--- src/rtl/owire_defs.sv ---
// Shared single-wire line definitions: FSM state encodings, pulse classes, default timing.
// Latency: n/a (definitions only).
// Backpressure: n/a.
package owire_defs;

    // Receiver/transmitter line states
    typedef enum logic [1:0] {
        OW_IDLE = 2'd0,
        OW_LOW  = 2'd1,
        OW_GAP  = 2'd2
    } ow_state_e;

    // Meaning of one measured low pulse
    typedef enum logic [1:0] {
        PW_ONE   = 2'd0,
        PW_ZERO  = 2'd1,
        PW_ERR   = 2'd2,
        PW_RESET = 2'd3
    } ow_pulse_e;

    localparam int OW_DATA_W      = 8;
    localparam int OW_T_SHORT_MAX = 4;
    localparam int OW_T_LONG_MAX  = 12;
    localparam int OW_T_RESET_MIN = 40;
    localparam int OW_T_IDLE      = 64;

    // Map a low-pulse width in cycles onto its line meaning
    function automatic ow_pulse_e ow_classify(input int w, input int t_short,
                                              input int t_long, input int t_reset);
        if (w >= t_reset) begin
            return PW_RESET;
        end else if (w > t_long) begin
            return PW_ERR;
        end else if (w > t_short) begin
            return PW_ZERO;
        end
        return PW_ONE;
    endfunction

endpackage

--- src/rtl/owire_sync.sv ---
// Two-flop line synchronizer; anything but a solid 0 (1, z, x) reads as 1; rise/fall pulses.
// Latency: raw line to line_o is 2 clocks; rise_o/fall_o are combinational off line_o.
// Backpressure: none, free-running.
module owire_sync (
    input  logic clk,
    input  logic rst_n,
    input  logic line_i,
    output logic line_o,
    output logic rise_o,
    output logic fall_o
);

    logic line_m;
    logic sync1_q;
    logic sync2_q;
    logic prev_q;

    // A floating or unknown line is pulled up, so only a hard 0 counts as low
    assign line_m = (line_i !== 1'b0);

    // Synchronizer chain plus a delayed copy for edge detection; idle line is high
    always_ff @(posedge clk or negedge rst_n) begin
        if (!rst_n) begin
            sync1_q <= 1'b1;
            sync2_q <= 1'b1;
            prev_q  <= 1'b1;
        end else begin
            sync1_q <= line_m;
            sync2_q <= sync1_q;
            prev_q  <= sync2_q;
        end
    end

    assign line_o = sync2_q;
    assign rise_o = sync2_q & ~prev_q;
    assign fall_o = ~sync2_q & prev_q;

endmodule

--- src/rtl/owire_rx.sv ---
// Single-wire pulse-width receiver: decodes low-pulse widths into LSB-first words.
// Latency: flags/data_valid rise 3 clocks after the raw line's final rising edge.
// Backpressure: one-word hold register; a word completing while unacked is dropped with overrun.
module owire_rx
    import owire_defs::*;
#(
    parameter int DATA_W      = OW_DATA_W,
    parameter int T_SHORT_MAX = OW_T_SHORT_MAX,
    parameter int T_LONG_MAX  = OW_T_LONG_MAX,
    parameter int T_RESET_MIN = OW_T_RESET_MIN,
    parameter int T_IDLE      = OW_T_IDLE
) (
    input  logic              clk,
    input  logic              rst_n,
    input  logic              line_in,
    output logic [DATA_W-1:0] data_out,
    output logic              data_valid,
    input  logic              data_ack,
    output logic              bus_reset,
    output logic              frame_err,
    output logic              overrun
);

    localparam int WID_W = $clog2(T_RESET_MIN + 1);
    localparam int IDL_W = $clog2(T_IDLE + 1);
    localparam int CNT_W = $clog2(DATA_W + 1);

    logic              s_line;
    logic              s_rise;
    logic              s_fall;

    ow_state_e         state_q, state_d;
    logic [WID_W-1:0]  width_q, width_d;
    logic [IDL_W-1:0]  idle_q, idle_d;
    logic [CNT_W-1:0]  bit_cnt_q, bit_cnt_d;
    logic [DATA_W-1:0] sr_q, sr_d;
    logic [DATA_W-1:0] data_q, data_d;
    logic              valid_q, valid_d;
    logic              bus_reset_q, frame_err_q, overrun_q;

    ow_pulse_e         pulse_cls;
    logic              last_bit;
    logic              idle_expire;
    logic              rx_bit;
    logic [DATA_W-1:0] word_new;

    // FSM event strobes
    logic              shift_en;
    logic              word_done;
    logic              err_evt;
    logic              rst_evt;
    logic              clr_word;
    logic              ovr_evt;

    owire_sync u_sync (
        .clk    (clk),
        .rst_n  (rst_n),
        .line_i (line_in),
        .line_o (s_line),
        .rise_o (s_rise),
        .fall_o (s_fall)
    );

    assign pulse_cls   = ow_classify(32'(width_q), T_SHORT_MAX, T_LONG_MAX, T_RESET_MIN);
    assign last_bit    = (bit_cnt_q == CNT_W'(DATA_W - 1));
    assign idle_expire = (idle_q == IDL_W'(T_IDLE - 1));
    assign rx_bit      = (pulse_cls == PW_ONE);
    assign word_new    = {rx_bit, sr_q[DATA_W-1:1]};

    // FSM state register
    always_ff @(posedge clk or negedge rst_n) begin
        if (!rst_n) begin
            state_q <= OW_IDLE;
        end else begin
            state_q <= state_d;
        end
    end

    // FSM next state: a pulse ends on the synchronized rising edge, gaps time out
    always_comb begin
        state_d = state_q;
        case (state_q)
            OW_IDLE: begin
                if (s_fall) state_d = OW_LOW;
            end
            OW_LOW: begin
                if (s_rise) begin
                    if ((pulse_cls == PW_ONE) || (pulse_cls == PW_ZERO)) begin
                        state_d = last_bit ? OW_IDLE : OW_GAP;
                    end else begin
                        state_d = OW_IDLE;
                    end
                end
            end
            OW_GAP: begin
                if (s_fall) begin
                    state_d = OW_LOW;
                end else if (idle_expire) begin
                    state_d = OW_IDLE;
                end
            end
            default: state_d = OW_IDLE;
        endcase
    end

    // FSM outputs: one-cycle event strobes for the datapath
    always_comb begin
        shift_en  = 1'b0;
        word_done = 1'b0;
        err_evt   = 1'b0;
        rst_evt   = 1'b0;
        clr_word  = 1'b0;
        case (state_q)
            OW_LOW: begin
                if (s_rise) begin
                    case (pulse_cls)
                        PW_ONE, PW_ZERO: begin
                            shift_en  = 1'b1;
                            word_done = last_bit;
                        end
                        PW_ERR: begin
                            err_evt  = 1'b1;
                            clr_word = 1'b1;
                        end
                        default: begin
                            rst_evt  = 1'b1;
                            clr_word = 1'b1;
                        end
                    endcase
                end
            end
            OW_GAP: begin
                if (!s_fall && idle_expire) begin
                    err_evt  = 1'b1;
                    clr_word = 1'b1;
                end
            end
            default: ;
        endcase
    end

    // Datapath next state: width/idle counters, bit assembly and the hold register
    always_comb begin
        width_d = width_q;
        if (s_fall) begin
            width_d = WID_W'(1);
        end else if (!s_line && (width_q != WID_W'(T_RESET_MIN))) begin
            width_d = width_q + WID_W'(1);
        end

        idle_d = '0;
        if ((state_q == OW_GAP) && !s_fall && !idle_expire) begin
            idle_d = idle_q + IDL_W'(1);
        end

        bit_cnt_d = bit_cnt_q;
        sr_d      = sr_q;
        if (clr_word || word_done) begin
            bit_cnt_d = '0;
            sr_d      = '0;
        end else if (shift_en) begin
            bit_cnt_d = bit_cnt_q + CNT_W'(1);
            sr_d      = word_new;
        end

        data_d  = data_q;
        valid_d = valid_q;
        ovr_evt = 1'b0;
        if (word_done) begin
            if (!valid_q || data_ack) begin
                data_d  = word_new;
                valid_d = 1'b1;
            end else begin
                ovr_evt = 1'b1;
            end
        end else if (data_ack && valid_q) begin
            valid_d = 1'b0;
        end
    end

    // Datapath registers; status flags are registered one-cycle pulses
    always_ff @(posedge clk or negedge rst_n) begin
        if (!rst_n) begin
            width_q     <= '0;
            idle_q      <= '0;
            bit_cnt_q   <= '0;
            sr_q        <= '0;
            data_q      <= '0;
            valid_q     <= 1'b0;
            bus_reset_q <= 1'b0;
            frame_err_q <= 1'b0;
            overrun_q   <= 1'b0;
        end else begin
            width_q     <= width_d;
            idle_q      <= idle_d;
            bit_cnt_q   <= bit_cnt_d;
            sr_q        <= sr_d;
            data_q      <= data_d;
            valid_q     <= valid_d;
            bus_reset_q <= rst_evt;
            frame_err_q <= err_evt;
            overrun_q   <= ovr_evt;
        end
    end

    assign data_out   = data_q;
    assign data_valid = valid_q;
    assign bus_reset  = bus_reset_q;
    assign frame_err  = frame_err_q;
    assign overrun    = overrun_q;

endmodule
--- config.mk ---
export PLATFORM = sky130hd
export DESIGN_NAME = owire_rx
export DESIGN_NICKNAME = d
export VERILOG_FILES = /design/src/rtl/owire_defs.sv /design/src/rtl/owire_sync.sv /design/src/rtl/owire_rx.sv
export SDC_FILE = /design/constraint.sdc
export NUM_CORES = 1
export LEC_CHECK = 0
export ABC_AREA = 1
export CAP_MARGIN = 20
export CELL_PAD_IN_SITES_DETAIL_PLACEMENT = 1
export CELL_PAD_IN_SITES_GLOBAL_PLACEMENT = 2
export CORE_UTILIZATION = 36
export DETAILED_ROUTE_END_ITERATION = 8
export PLACE_DENSITY_LB_ADDON = 0.3
export REMOVE_ABC_BUFFERS = 1
export SETUP_SLACK_MARGIN = 0.2
export SYNTH_ARGS = -nofsm -noshare
export SYNTH_HDL_FRONTEND = slang
export SYNTH_HIERARCHICAL = 1
export SYNTH_SLANG_ARGS = --single-unit
--- constraint.sdc ---
create_clock -name clk -period 1.7 [get_ports clk]
set_input_delay 0.425 -clock clk [delete_from_list [all_inputs] [get_ports clk]]
set_output_delay 0.425 -clock clk [all_outputs]
set_load 0.05 [all_outputs]
==> flow_metrics.env, run 1 <==
export IMPL_dieArea_um2=5920
export IMPL_ios=16
export IMPL_die_height_um=76.9
export IMPL_drtIter0Drc=93
export IMPL_cp_data_required_time_ns=1.88
export IMPL_fin_ws_ns=0.0533
export IMPL_cts_tree="yes"
export IMPL_antenna_found_initial=0
export IMPL_synth_simple_area_share=0.282
export IMPL_status="finished clean"
export IMPL_area_growth_pct=39.7
export IMPL_fin_cells=344
export IMPL_p_switching_uw=1100
export IMPL_hpwl_um=2820
export IMPL_end_kind="flop"
export IMPL_die_w_um=76.9
export IMPL_fmax_ghz=0.607
export IMPL_synth_seq_cells=41
export IMPL_yosysWarningCount=6
export IMPL_synth_compound_area_frac=0.0619
export IMPL_clockBufferDepth=2
export IMPL_ys_async_sr_fraction=1.00
export IMPL_gp_congestion=0.699
export IMPL_grt_pass1_vias=1661
export IMPL_cap_violations=0
export IMPL_cts_sinks=41
export IMPL_grt_max_degree=42
export IMPL_clkPwrFrac=0.254
export IMPL_grt_pass1_wl_um=7670
export IMPL_p_int_uw=2090
export IMPL_synth_top_family_by_area="simple AND/OR/NAND/NOR gates"
export IMPL_antenna_cells=0
export IMPL_worst_pin_slew_ns=0.289
export IMPL_drive_gt1_frac=0.391
export IMPL_synth_top_area_frac=0.470
export IMPL_yosysUniqueCellTypes=27
export IMPL_synth_common_cells="nand2_1, dfrtp_1, inv_1, nand3_1, nor2_1"
export IMPL_clk_pin_slew_ns=0.08
export IMPL_nets=285
export IMPL_worstPathMaxFanout=6
export IMPL_drv_slew=0
export IMPL_rsz0062_at_grt="yes"
export IMPL_switching_share=0.344
export IMPL_worstSetupStartpointType="flop"
export IMPL_grt_usage=0.165
export IMPL_fin_util=0.536
export IMPL_drc=0
export IMPL_power_density_nw_per_um2=1130
export IMPL_num_vias=1680
export IMPL_hold_slack_ns=0.0962
export IMPL_hp_class="primary input to asynchronous set/reset pin"
export IMPL_dp_cells=311
export IMPL_insertion_delay_ns=0.30
export IMPL_dp_slack_ns=0.0698
export IMPL_power_frac_comb=0.326
export IMPL_arrival_ns=1.83
export IMPL_wl_per_cell_um=14.2
export IMPL_synth_mux_area_frac=0
export IMPL_crit_type="flop to flop"
export IMPL_yosysMostFrequentCell="nand2_1"
export IMPL_core_rowCount=26
export IMPL_synthFlopType="dfrtp_1"
export IMPL_htree_levels=2
export IMPL_fin_crit_ns=1.65
export IMPL_synth_area_leaders="dfrtp_1, nand2_1, inv_1"
export IMPL_r2r_start="state_q[1]"
export IMPL_avgSynthCellArea_um2=8.99
export IMPL_finClkSkew_ns=0.00760
export IMPL_first_pass_iters=4
export IMPL_routed_wl_um=4870
export IMPL_grt_overflow=0
export IMPL_leakage_uw=0.00140
export IMPL_ant_nets=0
export IMPL_synth_largest_area_cell="dfrtp_1"
export IMPL_yosys_area_share_adder=0.0495
export IMPL_synthCells=225
export IMPL_ys_seq_area_frac=0.509
export IMPL_fin_crit_sh=0.969
export IMPL_synth_edf_count=0
export IMPL_via_per_inst=4.88
export IMPL_setup_viol=0
export IMPL_cts_buffers=5
export IMPL_p_seq_frac=0.420
export IMPL_initial_core_util=0.384
export IMPL_critPathLaunch="state_q[1]"
export IMPL_peakVddDrop_mv=0.477
export IMPL_netlist_area_um2=2020
export IMPL_cts_root_buf="clkbuf_8"
export IMPL_relSlewSlack=0.807
export IMPL_cts_hold_fix_buffers=0
export IMPL_hold_viol_final=0
export IMPL_yosys_area_share_xor_xnor=0.0173
export IMPL_core_um2=5270
export IMPL_io_buffers=15
-- registers in the layout (all words and copies together) (netlist names) --
signal          flops
bit_cnt_q           4
bus_reset           1
data_out            8
data_valid          1
frame_err           1
idle_q              7
overrun             1
sr_q                7
state_q             2
u_sync/line_o       1
u_sync/prev_q       1
u_sync/sync1_q      1
width_q             6
-- area by class of cell --
cell class | count | area [um^2]
tap | 70 | 87.6
clock buffer | 7 | 86.3
timing repair inverter | 1 | 7.51
inverter | 29 | 116
fill | 606 | 2450
sequential | 41 | 1030
clock inverter | 1 | 30.0
timing repair buffer | 46 | 450
multi-input combinational | 149 | 1010
-- worst paths after layout --
| check | slack [ns] | cells after the start | endpoint |
|---|---|---|---|
| worst max register to register | 0.05 | 8 | sr_q[5] |
| worst max-delay path | 0.05 | 8 | sr_q[5] |
| worst min-delay path | 0.1 | 2 | width_q[4] |
| max in group asynchronous | 1.34 | 2 | u_sync/line_o |
| min in group clk | 0.36 | 0 | u_sync/line_o |
| worst min register to register | 0.36 | 0 | u_sync/line_o |
-- worst max-delay path, cell delays in order (launching register included) --
cell and delay [ns]:
dfrtp_1 0.43, inv_1 0.15, ha_4 0.17, nand2_4 0.07
nor2_8 0.15, buf_6 0.14, clkinvlp_4 0.18, nand3_2 0.15
nand2_1 0.08
-- power by group through the flow --
stage	logic [uW]	clock network [uW]	registers, uW
after detailed placement	691	0	1340
after floorplan	472	0	1330
after global routing	1160	865	1370
after CTS	830	837	1340
after global placement	683	0	1330
final	1040	809	1340
-- logic make-up after synthesis --
kind of cell | after synthesis
simple gates | 113
flops | 41
buf+inv | 35
compound gates | 24
fa+ha+maj | 8
xor+xnor | 4
-- routing by layer --
| metal | part of all wire | GRT usage |
|---|---|---|
| met1 | 0.44 | 0.206 |
| met2 | 0.51 | 0.279 |
| met3 | 0.026 | 0.0357 |
| met4 | 0.017 | 0.0577 |
| met5 | 0 | 0 |
-- stage by stage --
stage | area (um^2) | setup TNS, ns | total power (uW)
CTS | 2580 | 0 | 3010
global placement | 2250 | 0 | 2020
detailed placement | 2250 | 0 | 2030
global route | 2820 | -0.00402 | 3390
floorplan | 1970 | 0 | 1800
finish | 2820 | 0 | 3190
-- layout by cell type (no fill, tap or decap), types with 4 or more instances in the layout --
| master | count |
|---|---|
| nand2_1 | 41 |
| dfrtp_1 | 37 |
| buf_4 | 30 |
| inv_1 | 21 |
| nand4_1 | 13 |
| nand3_1 | 12 |
| nor2_1 | 12 |
| nand3_2 | 10 |
| buf_6 | 8 |
| o21ai_0 | 7 |
| inv_2 | 6 |
| o21ai_2 | 6 |
| ha_1 | 6 |
| clkbuf_8 | 6 |
| a21oi_1 | 5 |
| nor2_4 | 5 |
| nand2_4 | 5 |
| nand2_2 | 5 |
| nor2_2 | 4 |
-- repair_timing --
| item | 4_1_cts | 5_1_grt |
|---|---|---|
| buffers inserted | 13 | 8 |
| cloned | 1 | 3 |
| gates resized for setup | 30 | 30 |
| pin swaps | 21 | 25 |
| setup endpoints to repair | 20 | 27 |
(Power assumes the default switching activity.)
==> inputs of run 2 (changes only) <==
--- a/config.mk
+++ b/config.mk
@@ -9,7 +9,7 @@
 export CAP_MARGIN = 20
 export CELL_PAD_IN_SITES_DETAIL_PLACEMENT = 1
 export CELL_PAD_IN_SITES_GLOBAL_PLACEMENT = 2
-export CORE_UTILIZATION = 36
+export CORE_UTILIZATION = 32
 export DETAILED_ROUTE_END_ITERATION = 8
 export PLACE_DENSITY_LB_ADDON = 0.3
 export REMOVE_ABC_BUFFERS = 1
==> constraint.sdc (replaced) <==
create_clock -name clk -period 1.4 [get_ports clk]
set_input_delay 0.35 -clock clk [delete_from_list [all_inputs] [get_ports clk]]
set_output_delay 0.35 -clock clk [all_outputs]
set_load 0.05 [all_outputs]
==> run 2 against run 1 <==
  * Worst setup slack got worse by 0.22 ns
  * The run now ends with setup timing left
  * Die area increased by 12%
  * Critical endpoint is now bit_cnt_q[0]
  * Global-route usage rose by 0.068 points
  * Combinational power up 57%
==> flow_metrics.env, run 2 (same netlist as run 1, synthesis figures left out) <==
export IMPL_status="finished with violations"
export IMPL_violations="setup timing"
export IMPL_worst_pin_slew_ns=0.306
export IMPL_fin_crit_ns=1.57
export IMPL_crit_path_cell_trace="inv_2 -> ha_4 -> inv_2 -> nand3_4 -> nand2_4 -> nor2_8 -> clkinvlp_4 -> nand3_2 -> nand2_1"
export IMPL_grt_overflow=0
export IMPL_final_common_cell="dfrtp_1"
export IMPL_io_buffers=15
export IMPL_num_vias=1755
export IMPL_hold_end="u_sync/line_o"
export IMPL_critPathSlowestCell="dfrtp_1"
export IMPL_routed_wl_um=5200
export IMPL_rsz0062_at_grt="yes"
export IMPL_drv_slew=0
export IMPL_nets=299
export IMPL_insertion_delay_ns=0.30
export IMPL_worstPathMaxFanout=6
export IMPL_ios=16
export IMPL_core_um2=5990
export IMPL_r2r_slack_ns=-0.17
export IMPL_dieArea_um2=6640
export IMPL_crit_type="flop to flop"
export IMPL_peakVddDrop_mv=0.673
export IMPL_gp_congestion=0.771
export IMPL_rr_worst_depth=9
export IMPL_setup_viol=27
export IMPL_cts_root_buf="clkbuf_8"
export IMPL_slowest_delay_ns=0.40
export IMPL_arrival_ns=1.76
export IMPL_cp_data_required_time_ns=1.59
export IMPL_relSlewSlack=0.796
export IMPL_dp_slack_ns=-0.330
export IMPL_end_kind="flop"
export IMPL_ant_nets=0
export IMPL_hold_viol_final=0
export IMPL_fin_util=0.524
export IMPL_initial_core_util=0.338
export IMPL_die_height_um=81.5
export IMPL_finClkSkew_ns=0.00494
export IMPL_cts_sinks=41
export IMPL_clk_pin_slew_ns=0.08
export IMPL_cp_num_buf_inv=3
export IMPL_fmax_ghz=0.637
export IMPL_first_pass_iters=4
export IMPL_clkPwrFrac=0.234
export IMPL_cap_violations=0
export IMPL_placed_cell_area_um2=2590
export IMPL_htree_levels=2
export IMPL_area_growth_pct=55.4
export IMPL_drtIter0Drc=61
export IMPL_drc=0
export IMPL_hp_class="flop to flop"
export IMPL_grt_usage=0.165
export IMPL_antenna_found_initial=0
export IMPL_mostFrequentLayoutCells="dfrtp_1, nand2_1, buf_4, inv_1, nand3_2"
export IMPL_hpwl_um=3280
export IMPL_leakage_uw=0.00147
export IMPL_power_density_nw_per_um2=1360
export IMPL_clockBufferDepth=2
export IMPL_hold_path_depth=0
export IMPL_r2r_start="width_q[1]"
export IMPL_p_seq_frac=0.384
export IMPL_worstSetupStartpointType="flop"
export IMPL_fin_area_um2=3140
export IMPL_grt_pass1_wl_um=8200
export IMPL_p_switching_uw=1490
export IMPL_cp_common_cell="inv_2"
export IMPL_switching_share=0.349
export IMPL_fin_crit_sh=1.12
export IMPL_grt_pass1_vias=1765
export IMPL_largest_reg_flops=8
export IMPL_critical_path_top_delay_family="simple AND/OR/NAND/NOR gates"
export IMPL_cts_buffers=5
export IMPL_power_frac_comb=0.382
export IMPL_core_rowCount=28
export IMPL_drive_gt1_frac=0.479
export IMPL_grt_max_degree=25
export IMPL_antenna_cells=0
export IMPL_die_w_um=81.5
export IMPL_hold_start="u_sync/sync1_q"
export IMPL_cts_tree="yes"
export IMPL_p_int_uw=2780
export IMPL_r2r_end="bit_cnt_q[0]"
export IMPL_wl_per_cell_um=14.3
export IMPL_fin_ws_ns=-0.171
export IMPL_via_per_inst=4.83
## run 2: cell types whose count changed in the layout (fill, tap and decap cells not counted), moves of 4 or more
cell and delta:
buf_12 +10, buf_4 +5, ha_1 -4, inv_2 +4
nand2_1 -5, nand2_2 +4, nand3_1 -5, nand3_2 +5
o21ai_0 -5, o21ai_1 +6
## run 2: layout make-up
class	count	area, um^2
Fill cell	643	2850
Multi-Input combinational cell	152	1170
Sequential cell	41	1030
Timing Repair Buffer	57	614
Inverter	29	113
Tap cell	75	93.8
Clock buffer	7	86.3
Clock inverter	1	30.0
Timing Repair inverter	1	7.51
## run 2: repair_timing
action,4_1_cts,5_1_grt
hold endpoints to repair,10,0
gates resized for setup,24,67
hold buffers,1,0
buffers inserted,3,5
endpoints found under the setup margin,50,50
pin swaps,13,38
cloned,3,1
## run 2: stage by stage
step	power, uW	std cells	setup TNS, ns	hold WS, ns
floorplan	2190	219	-1.66	0.0544
global placement	2670	342	-3.33	0.264
detailed placement	2720	342	-5.54	0.257
CTS	3930	357	-1.73	0.359
global route	4530	363	-4.90	0.360
finish	4260	363	-2.93	0.358
## run 2: worst max-delay path by stage
stage / from / end / slack (ns) / cells past startpoint
4_1_cts: u_sync/line_o / bit_cnt_q[1] / -0.11 / 7
2_1_floorplan: u_sync/line_o / bit_cnt_q[0] / -0.09 / 9
3_5_place_dp: u_sync/line_o / bit_cnt_q[1] / -0.33 / 9
3_3_place_gp: u_sync/line_o / bit_cnt_q[1] / -0.21 / 9
6_report: width_q[1] / bit_cnt_q[0] / -0.17 / 9
5_1_grt: width_q[0] / data_out[5] / -0.23 / 10
## run 2: power by group through the flow
stage | sequential [uW] | clock [uW] | combinational (uW)
2_1_floorplan | 1620 | 0 | 573
3_3_place_gp | 1600 | 0 | 1070
3_5_place_dp | 1610 | 0 | 1110
4_1_cts | 1600 | 1020 | 1310
5_1_grt | 1670 | 1070 | 1790
6_report | 1640 | 997 | 1630
## run 2: per-layer routing
layer / vias to the layer above / wire length [um] / share of wire / GRT usage
li1: 854 / - / - / -
met1: 875 / 2360 / 0.45 / 0.201
met2: 20 / 2670 / 0.51 / 0.286
met3: 6 / 119 / 0.023 / 0.0400
met4: 0 / 58 / 0.011 / 0.0536
met5: - / 0 / 0 / 0
==> inputs of run 3 (changes only) <==
--- a/config.mk
+++ b/config.mk
@@ -6,7 +6,7 @@
 export NUM_CORES = 1
 export LEC_CHECK = 0
 export ABC_AREA = 1
-export CAP_MARGIN = 20
+export CAP_MARGIN = 25
 export CELL_PAD_IN_SITES_DETAIL_PLACEMENT = 1
 export CELL_PAD_IN_SITES_GLOBAL_PLACEMENT = 2
 export CORE_UTILIZATION = 32
==> results of run 3 <==
The final DEF is identical to that of run 2; final timing and power are the same.
